==> src/rtl/aibcr3_dll_ctrl_pkg.sv <==
// Shared types and helpers for the DLL interpolator gray-code loop controller.
package aibcr3_dll_ctrl_pkg;

  typedef enum logic [1:0] {IDLE, TRACK, SETTLE} dll_state_e;

  localparam logic [1:0] DIR_NONE = 2'd0;
  localparam logic [1:0] DIR_UP   = 2'd1;
  localparam logic [1:0] DIR_DN   = 2'd2;

  function automatic logic [2:0] bin2gray(input logic [2:0] b);
    return b ^ (b >> 1);
  endfunction

  function automatic logic [2:0] gray2bin(input logic [2:0] g);
    logic [2:0] b;
    b[2] = g[2];
    b[1] = b[2] ^ g[1];
    b[0] = b[1] ^ g[0];
    return b;
  endfunction

endpackage

==> src/rtl/aibcr3_dll_pd_filter.sv <==
// Up/down accumulator for phase-detector decisions; emits a step pulse on the
// same edge the accumulator would reach +/-2^(FILT_W-1).
module aibcr3_dll_pd_filter #(
  parameter int FILT_W = 3
) (
  input  logic CLKIN,
  input  logic RST,
  input  logic clr,
  input  logic pd_up,
  input  logic pd_dn,
  output logic step_up,
  output logic step_dn
);

  localparam logic [FILT_W:0] TH_P = (FILT_W+1)'(1) << (FILT_W-1);
  localparam logic [FILT_W:0] TH_N = (FILT_W+1)'(0) - TH_P;

  logic [FILT_W:0] acc, acc_nxt;

  always_comb begin
    acc_nxt = acc;
    if (pd_up && !pd_dn)      acc_nxt = acc + (FILT_W+1)'(1);
    else if (pd_dn && !pd_up) acc_nxt = acc - (FILT_W+1)'(1);
  end

  // Two's-complement compare; acc never leaves (-TH, +TH) so no overflow.
  assign step_up = !clr && (acc_nxt == TH_P);
  assign step_dn = !clr && (acc_nxt == TH_N);

  always_ff @(posedge CLKIN or posedge RST) begin
    if (RST)                            acc <= '0;
    else if (clr || step_up || step_dn) acc <= '0;
    else                                acc <= acc_nxt;
  end

endmodule

==> src/rtl/aibcr3_dll_intp_gray_ctrl.sv <==
// DLL fine-phase loop controller: filtered up/down steps a 0..7 code driven out
// as gray, with coarse wrap requests, lock and saturation. AIBCR3_DLL_CTRL_OVRD_EN adds code override.
module aibcr3_dll_intp_gray_ctrl
  import aibcr3_dll_ctrl_pkg::*;
#(
  parameter int FILT_W     = 3,
  parameter int SETTLE_CYC = 4,
  parameter int LOCK_CNT   = 8,
  parameter int INIT_CODE  = 4
) (
  input  logic       CLKIN,
  input  logic       RST,
  input  logic       en,
  input  logic       pd_up,
  input  logic       pd_dn,
  input  logic       coarse_max,
  input  logic       coarse_min,
`ifdef AIBCR3_DLL_CTRL_OVRD_EN
  input  logic       ovrd_en,
  input  logic [2:0] ovrd_code,
`endif
  output logic [2:0] gray,
  output logic [2:0] fine_bin,
  output logic       inc_coarse,
  output logic       dec_coarse,
  output logic       locked,
  output logic       sat_err
);

  dll_state_e state;
  logic [3:0] settle_cnt;
  logic [3:0] rev_cnt;
  logic [1:0] last_dir;
  logic       ovrd, tracking, step_up, step_dn, step;
  logic [2:0] fine_nxt;
  logic       inc_nxt, dec_nxt, sat_hit;
  logic [1:0] step_dir;

`ifdef AIBCR3_DLL_CTRL_OVRD_EN
  assign ovrd = ovrd_en;
`else
  assign ovrd = 1'b0;
`endif

  assign tracking = en && !ovrd && (state == TRACK);
  assign step     = step_up || step_dn;
  assign step_dir = step_up ? DIR_UP : DIR_DN;

  aibcr3_dll_pd_filter #(.FILT_W(FILT_W)) u_filt (
    .CLKIN   (CLKIN),
    .RST     (RST),
    .clr     (!tracking),
    .pd_up   (pd_up),
    .pd_dn   (pd_dn),
    .step_up (step_up),
    .step_dn (step_dn)
  );

  always_comb begin
    fine_nxt = fine_bin;
    inc_nxt  = 1'b0;
    dec_nxt  = 1'b0;
    sat_hit  = 1'b0;
    if (step_up) begin
      if (fine_bin != 3'd7)  fine_nxt = fine_bin + 3'd1;
      else if (!coarse_max) begin
        fine_nxt = 3'd0;
        inc_nxt  = 1'b1;
      end else sat_hit = 1'b1;
    end else if (step_dn) begin
      if (fine_bin != 3'd0)  fine_nxt = fine_bin - 3'd1;
      else if (!coarse_min) begin
        fine_nxt = 3'd7;
        dec_nxt  = 1'b1;
      end else sat_hit = 1'b1;
    end
`ifdef AIBCR3_DLL_CTRL_OVRD_EN
    if (ovrd_en) fine_nxt = ovrd_code;
`endif
  end

  always_ff @(posedge CLKIN or posedge RST) begin
    if (RST) begin
      state      <= IDLE;
      fine_bin   <= 3'(INIT_CODE);
      gray       <= bin2gray(3'(INIT_CODE));
      inc_coarse <= 1'b0;
      dec_coarse <= 1'b0;
      locked     <= 1'b0;
      sat_err    <= 1'b0;
      settle_cnt <= '0;
      rev_cnt    <= '0;
      last_dir   <= DIR_NONE;
    end else begin
      fine_bin   <= fine_nxt;
      gray       <= bin2gray(fine_nxt);
      inc_coarse <= inc_nxt;
      dec_coarse <= dec_nxt;
      if (!en || ovrd) begin
        state      <= IDLE;
        settle_cnt <= '0;
        rev_cnt    <= '0;
        locked     <= 1'b0;
        last_dir   <= DIR_NONE;
        if (!en) sat_err <= 1'b0;
      end else begin
        case (state)
          IDLE: state <= TRACK;
          TRACK: if (step) begin
            state      <= SETTLE;
            settle_cnt <= '0;
            last_dir   <= step_dir;
            if (sat_hit) sat_err <= 1'b1;
            // A reversal moves toward lock; a repeated direction means we are slewing.
            if (last_dir != DIR_NONE && last_dir != step_dir) begin
              if (rev_cnt != 4'd15) rev_cnt <= rev_cnt + 4'd1;
              if (rev_cnt >= 4'(LOCK_CNT - 1)) locked <= 1'b1;
            end else if (last_dir == step_dir) begin
              rev_cnt <= '0;
              locked  <= 1'b0;
            end
          end
          SETTLE: begin
            if (settle_cnt == 4'(SETTLE_CYC - 1)) begin
              state      <= TRACK;
              settle_cnt <= '0;
            end else settle_cnt <= settle_cnt + 4'd1;
          end
          default: state <= IDLE;
        endcase
      end
    end
  end

endmodule

==> config.mk <==
export PLATFORM = sky130hd
export DESIGN_NAME = aibcr3_dll_intp_gray_ctrl
export DESIGN_NICKNAME = d
export VERILOG_FILES = /design/src/rtl/aibcr3_dll_ctrl_pkg.sv /design/src/rtl/aibcr3_dll_pd_filter.sv /design/src/rtl/aibcr3_dll_intp_gray_ctrl.sv
export SDC_FILE = /design/constraint.sdc
export NUM_CORES = 1
export LEC_CHECK = 0
export CAP_MARGIN = 25
export CELL_PAD_IN_SITES_DETAIL_PLACEMENT = 1
export CELL_PAD_IN_SITES_GLOBAL_PLACEMENT = 1
export CORE_AREA = 2 2 64 66
export CTS_CLUSTER_SIZE = 10
export DETAILED_ROUTE_END_ITERATION = 8
export DIE_AREA = 0 0 66 68
export PLACE_DENSITY_LB_ADDON = 0.05
export SLEW_MARGIN = 20
export SYNTH_ARGS = -nofsm -noshare
export SYNTH_HDL_FRONTEND = slang
export SYNTH_SLANG_ARGS = --single-unit
==> constraint.sdc <==
create_clock -name CLKIN -period 2.8 [get_ports CLKIN]
set_input_delay 0.56 -clock CLKIN [delete_from_list [all_inputs] [get_ports CLKIN]]
set_output_delay 0.56 -clock CLKIN [all_outputs]
set_load 0.03 [all_outputs]
== Word-level counts from Yosys, hierarchy flattened ==
Cells that the tools add are included.

* Flip-flop bits (word level): 26
* Latch bits: 0
* Memory bits (writable): 0
* Bits in read-only memories: 0
* Bits of input ports: 7
* Output and inout bits: 10
* Memories: 0

* Add/subtract/negate cells: 6
* Multiply operators: 0
* Div/mod/pow operators: 0
* $lt $le $gt $ge: 1
* Eq/ne operators: 18
* Shifts and indexed selects: 0
* Muxes and demuxes: 50
* Bitwise logic cells: 1
* Reduce and logical (&&, ||, !) cells: 21

{| class="wikitable"
|+ Operators with widths
! kind !! number
|-
| 4-bit 2-to-1 mux || 12
|-
| 1-bit 2-to-1 mux || 23
|-
| 3-bit 2-to-1 mux || 6
|-
| 2-bit 2-to-1 mux || 7
|-
| 4-bit by 1-bit adder with 4-bit output, second input constant || 3
|-
| 3-bit != test, second input constant || 3
|-
| 4-bit case mux with 2 select lines || 1
|-
| 4-bit AND reduction || 2
|-
| 1-bit logical AND || 6
|-
| 2-bit by 1-bit != test with 1-bit output, second input constant || 3
|-
| 3-bit by 1-bit != test with 1-bit output, second input constant || 2
|-
| 3-bit by 2-bit != test with 1-bit output, second input constant || 2
|-
| 2-bit case mux with 3 select lines || 1
|-
| 2-bit AND reduction || 3
|-
| 4-bit by 2-bit == test with 1-bit output, second input constant || 1
|-
| 4-bit by 3-bit == test with 1-bit output, second input constant || 1
|-
| 4-bit == test, second input constant || 1
|-
| 4-bit by 3-bit greater-or-equal comparator with 1-bit output, second input constant || 1
|-
| 4-bit != test, second input constant || 1
|-
| 4-bit by 1-bit subtractor with 4-bit output, second input constant || 1
|-
| 3-bit by 1-bit adder with 3-bit output, second input constant || 1
|-
| 1-bit zero test || 3
|-
| 1-bit logical OR || 3
|-
| 3-bit AND reduction || 1
|-
| other kinds (9) || 9
|}

== Logic depth before layout (Yosys ltp) ==
* Depth after elaboration: 13
* Depth in mapped cells: 8
* Depth with buffers taken out: 8

== By module ==
From an unflattened synthesis, not the netlist that was laid out.

* Cell total of the unflattened synthesis: 161
* Area total of the unflattened synthesis: 1545.2 µm²

{| class="wikitable"
|+ Modules (own cells, without submodules)
! module !! times used !! cells each !! area an instance (µm²) !! sequential area each (µm²)
|-
| aibcr3_dll_intp_gray_ctrl || 1 || 121 || 1189.9 || 528.0
|-
| aibcr3_dll_pd_filter || 1 || 40 || 355.3 || 100.1
|}

== Worst setup path before layout ==
No wires, ideal clock.

* Kind: register to register
* From: register u_filt.acc[0]
* To: register rev_cnt[3]
* Setup time: 0.078 ns
* Data arrival time: 2.234 ns
* Path slack: 0.488 ns
* Cell stages (with the launch flop): 8
* Path buffers: 0
* Clock period less this slack: 2.312 ns
* Cells stage by stage: dfrtp_1 > inv_1 > ha_1 > o311ai_4 > o2111ai_4 > a211o_1 > or3_1 > a21oi_1

* Cells in the longest elaborated chain, start to end: 12
* Elaborated cells between the ends (all ways): 21
* Classes of those cells: 2 x add/sub; 7 x eq/ne; 7 x mux; 5 x reduce/logical

{| class="wikitable"
|+ RTL lines
! what !! RTL line !! RTL
|-
| start, declared || aibcr3_dll_pd_filter.sv:18 || <nowiki>logic [FILT_W:0] acc, acc_nxt;</nowiki>
|-
| start signal, assigned || aibcr3_dll_pd_filter.sv:33 || <nowiki>else acc <= acc_nxt;</nowiki>
|-
| 4-bit by 1-bit subtractor with 4-bit output || aibcr3_dll_pd_filter.sv:23 || <nowiki>else if (pd_dn && !pd_up) acc_nxt = acc - (FILT_W+1)'(1);</nowiki>
|-
| 4-bit 2-to-1 mux || aibcr3_dll_pd_filter.sv:23 ||
|-
| 4-bit 2-to-1 mux (*) || aibcr3_dll_pd_filter.sv:22 || <nowiki>if (pd_up && !pd_dn) acc_nxt = acc + (FILT_W+1)'(1);</nowiki>
|-
| 4-bit by 3-bit == test with 1-bit output || aibcr3_dll_pd_filter.sv:27 || <nowiki>assign step_up = !clr && (acc_nxt == TH_P);</nowiki>
|-
| 1-bit logical AND || aibcr3_dll_pd_filter.sv:27 ||
|-
| 2-bit 2-to-1 mux || aibcr3_dll_intp_gray_ctrl.sv:47 || <nowiki>assign step_dir = step_up ? DIR_UP : DIR_DN;</nowiki>
|-
| 2-bit != test || aibcr3_dll_intp_gray_ctrl.sv:115 || <nowiki>if (last_dir != DIR_NONE && last_dir != step_dir) begin</nowiki>
|-
| 1-bit logical AND || aibcr3_dll_intp_gray_ctrl.sv:115 ||
|-
| 4-bit 2-to-1 mux || aibcr3_dll_intp_gray_ctrl.sv:115 ||
|-
| 4-bit 2-to-1 mux || aibcr3_dll_intp_gray_ctrl.sv:109 || <nowiki>TRACK: if (step) begin</nowiki>
|-
| 4-bit 2-to-1 mux || aibcr3_dll_intp_gray_ctrl.sv:107 || <nowiki>case (state)</nowiki>
|-
| 4-bit 2-to-1 mux || aibcr3_dll_intp_gray_ctrl.sv:99 || <nowiki>if (!en || ovrd) begin</nowiki>
|-
| end signal, assigned || aibcr3_dll_intp_gray_ctrl.sv:116 || <nowiki>if (rev_cnt != 4'd15) rev_cnt <= rev_cnt + 4'd1;</nowiki>
|-
| end, declared || aibcr3_dll_intp_gray_ctrl.sv:32 || <nowiki>logic [3:0] rev_cnt;</nowiki>
|}

Mark *: on every way between the ends. The rest lies on a longest branch, timed or not. The select of a mux whose other input is x is not followed.
A chain may end at the register's enable or synchronous reset.

== Final worst setup path ==
* From: input pd_dn
* To: register rev_cnt[2]

* Cells in the longest elaborated chain, start to end: 12
* Elaborated cells between the ends (all ways): 22
* Classes of those cells: 7 x eq/ne; 7 x mux; 8 x reduce/logical

{| class="wikitable"
|+ RTL lines
! what !! RTL line !! RTL
|-
| start, declared || aibcr3_dll_intp_gray_ctrl.sv:15 || <nowiki>input logic pd_dn,</nowiki>
|-
| 1-bit logical AND / 1-bit zero test (equally long branches) || aibcr3_dll_pd_filter.sv:23, aibcr3_dll_pd_filter.sv:22 ||
|-
| 4-bit 2-to-1 mux / 1-bit logical AND (equally long branches) || aibcr3_dll_pd_filter.sv:23, aibcr3_dll_pd_filter.sv:22 ||
|-
| 4-bit 2-to-1 mux (*) || aibcr3_dll_pd_filter.sv:22 ||
|-
| 4-bit by 3-bit == test with 1-bit output || aibcr3_dll_pd_filter.sv:27 ||
|-
| 1-bit logical AND || aibcr3_dll_pd_filter.sv:27 ||
|-
| 2-bit 2-to-1 mux || aibcr3_dll_intp_gray_ctrl.sv:47 ||
|-
| 2-bit != test || aibcr3_dll_intp_gray_ctrl.sv:115 ||
|-
| 1-bit logical AND || aibcr3_dll_intp_gray_ctrl.sv:115 ||
|-
| 4-bit 2-to-1 mux || aibcr3_dll_intp_gray_ctrl.sv:115 ||
|-
| 4-bit 2-to-1 mux || aibcr3_dll_intp_gray_ctrl.sv:109 ||
|-
| 4-bit 2-to-1 mux || aibcr3_dll_intp_gray_ctrl.sv:107 ||
|-
| 4-bit 2-to-1 mux || aibcr3_dll_intp_gray_ctrl.sv:99 ||
|}

Marked as above.

==> metrics.cfg <==
[placement]
place.gp.congestion=0.7953
place_hpwl_um=3044
portBuffers=16
dpl.cell_count=232

[logic_synthesis]
ys_warn_count=0
synth_xor_area_frac=0.03689
synthAdderAreaFrac=0.06279
netlist_area_um2=1594
ys_ff_latch=25
synth.avg_cell_area_um2=9.963
ys_types=51
syn_nets=175
synth_simple_gate_area_frac=0.1939
synth_top_family_by_area=compound AO/OA/AOI/OAI gates
synth_edf_count=0
seq_area_frac_synth=0.3940
muxShareOfSynthArea=0.03925
ys_async_sr_fraction=1.000
synthCells=160
ys.flop_type=dfrtp_1
synth_compound_area_frac=0.2394

[grt]
grt_pass1_wl_um=6803
grt.total_usage=0.1979
grt_antenna_before_repair=0
grt_remaining_overflow=0
grt_max_degree=26
grt_pass1_vias=1458

[power_and_ir_drop]
power_leakage_nw=0.8253
total_power_mw=1.217
power_density_nw_per_um2=633.7
peakVddDrop_uv=589.7

[critical_path]
critPathKind=primary input to flop
rr_worst_depth=8
r2r-end=rev_cnt[0]
critPathMaxFanout=5
end_kind=flop
cp.required_ps=3000
rrSetupSlack_ps=300
critPathArrivalTime_ps=2750
start_kind=primary input
worstReg2RegStart=u_filt.acc[0]

[layout]
nFillCells=448
final_cell_count_no_fill=236
syn2layout_area_growth_pct=20.49
final_nets=202
antenna_cells=0
postLayoutCoreUtil=0.4981
final_layout_size_suffix_gt1_frac=0.1505

[clock_tree]
clk_path_buf_depth=2
cts_tree=built
cts_repair_resize_count=0
cts-root-buf=clkbuf_8
cts.sinks=25
path_clk_slew_ps=100
holdBufCountCts=0
cts_buffers=3
cts-htree-levels=1
post_cts_buffers=0
clk_latency_ps=280

[floorplan]
coreArea_um2=3856
die_x_um=66
die_area_um2=4488
ios=17
rows=23
die_h_um=68
initial_core_util=0.4134

[timing]
clock.fmax_mhz=393.2
slew_headroom=0.6421
tightest_slew_ps=536.3
finalHoldViolCount=0
finalCriticalPeriod_ps=2543
rsz0062_at_grt=no
tns_ps=0
skew_ps=1.675
slew_violations=0
fin_crit_sh=0.9083
setup_violations=0

[drt]
route.detailed.drc=0
vias=1337
final_antenna_net_count=0
vias_per_cell=5.665
totalWireLength_um=3887
firstDrtPassIters=4
drt_iter0_drc=35
routedWlPerCell_um=16.47

[hold_path]
hp-class=flop to flop
hold_path_end=settle_cnt[3]
hp-start=settle_cnt[3]
holdPathStages=1

[job]
drv_cap=0

[outcome]
outcome=completed

logic make-up (layout without fill, tap and decap cells):
kind of cell,Yosys count,count (layout)
AND/OR/NAND/NOR,57,57
AO/OA/AOI/OAI,47,47
flip-flops,25,25
multiplexers,6,6
XOR/XNOR,5,5
buffers and inverters,12,38
adder cells (fa/ha/maj),8,8
report_power, final:
part	switching (mW)	total, mW	internal (mW)
logic	0.301	0.527	0.226
registers	0.0450	0.460	0.415
clock network	0.130	0.231	0.101
through the flow:
stage	hold slack, ps	setup WS, ps	instance area, um^2
2_1_floorplan	445.6	487.8	1594
3_3_place_gp	468.7	14.01	1872
3_5_place_dp	494.6	-14.48	1872
4_1_cts	514.4	265.3	1921
5_1_grt	542.1	69.40	1921
6_report	511.0	256.8	1921
how the worst max path moves through the flow:
| stage | start | end | slack [ps] | depth (start not counted) |
|---|---|---|---|---|
| 5_1_grt | pd_dn | gray[0] | 70 | 7 |
| 3_3_place_gp | pd_dn | gray[0] | 10 | 7 |
| 6_report | pd_dn | rev_cnt[2] | 260 | 7 |
| 2_1_floorplan | u_filt.acc[0] | rev_cnt[3] | 490 | 7 |
| 3_5_place_dp | pd_dn | rev_cnt[0] | -10 | 9 |
| 4_1_cts | pd_dn | gray[0] | 270 | 7 |
registers in the layout (all words and copies together), names as in the netlist:
| name | flops |
|---|---|
| inc_coarse | 1 |
| u_filt.acc | 4 |
| settle_cnt | 4 |
| rev_cnt | 4 |
| gray | 2 |
| dec_coarse | 1 |
| sat_err | 1 |
| state | 2 |
| locked | 1 |
| last_dir | 2 |
| fine_bin | 3 |
cell usage after synthesis (all sizes together), types with 3 or more instances:
cell type	number	share of area
and2	4	0.016
a21oi	10	0.034
nor2	10	0.024
mux2i	4	0.025
nor2b	7	0.027
ha	8	0.063
nand3	5	0.016
and3	3	0.012
nand3b	3	0.014
nand2	11	0.026
buf	3	0.013
o2111ai	4	0.033
dfrtp	23	0.36
o31ai	3	0.014
o21ai	9	0.028
nor3	3	0.0094
inv	7	0.016
xor2	4	0.027
layout by cell type (no fill, tap or decap), drive strengths merged, types with 2 or more instances in the layout:
cell type      instances
a211o                  2
a21boi                 2
a21oi                 10
and2                   4
and3                   3
buf                   11
clkbuf                 3
clkdlybuf4s50         16
dfrtp                 23
dfstp                  2
ha                     8
inv                    7
mux2                   2
mux2i                  4
nand2                 11
nand2b                 2
nand3                  5
nand3b                 3
nor2                  10
nor2b                  7
nor3                   3
nor3b                  2
o2111ai                4
o211a                  2
o211ai                 2
o21a                   2
o21ai                  9
o31ai                  3
or3                    2
xor2                   4
layer usage:
| layer | wire, um | vias to the layer above | GRT usage |
|---|---|---|---|
| met5 | 0 | - | 0 |
| met4 | 52 | 0 | 0.06633 |
| met3 | 54 | 5 | 0.02138 |
| met2 | 1953 | 11 | 0.3535 |
| met1 | 1826 | 680 | 0.2513 |
| li1 | - | 641 | - |
area by class of cell:
class	count	area, um^2	area share
timing repair buffer	27	242.7	0.1264
clock inverter	1	7.507	0.003909
clock buffer	3	41.29	0.02150
inverter	7	26.28	0.01368
multi-input combinational	123	912.1	0.4749
tap	50	62.56	0.03257
sequential	25	628.1	0.3270
worst max-delay path: stages:
cell and delay (ps):
clkdlybuf4s50_1 540, or3b_4 420, a2bb2oi_2 190, xnor2_2 230
mux2i_1 420, o21ai_0 210, a21oi_1 170
No activity file was read; power rests on OpenSTA's default activity.
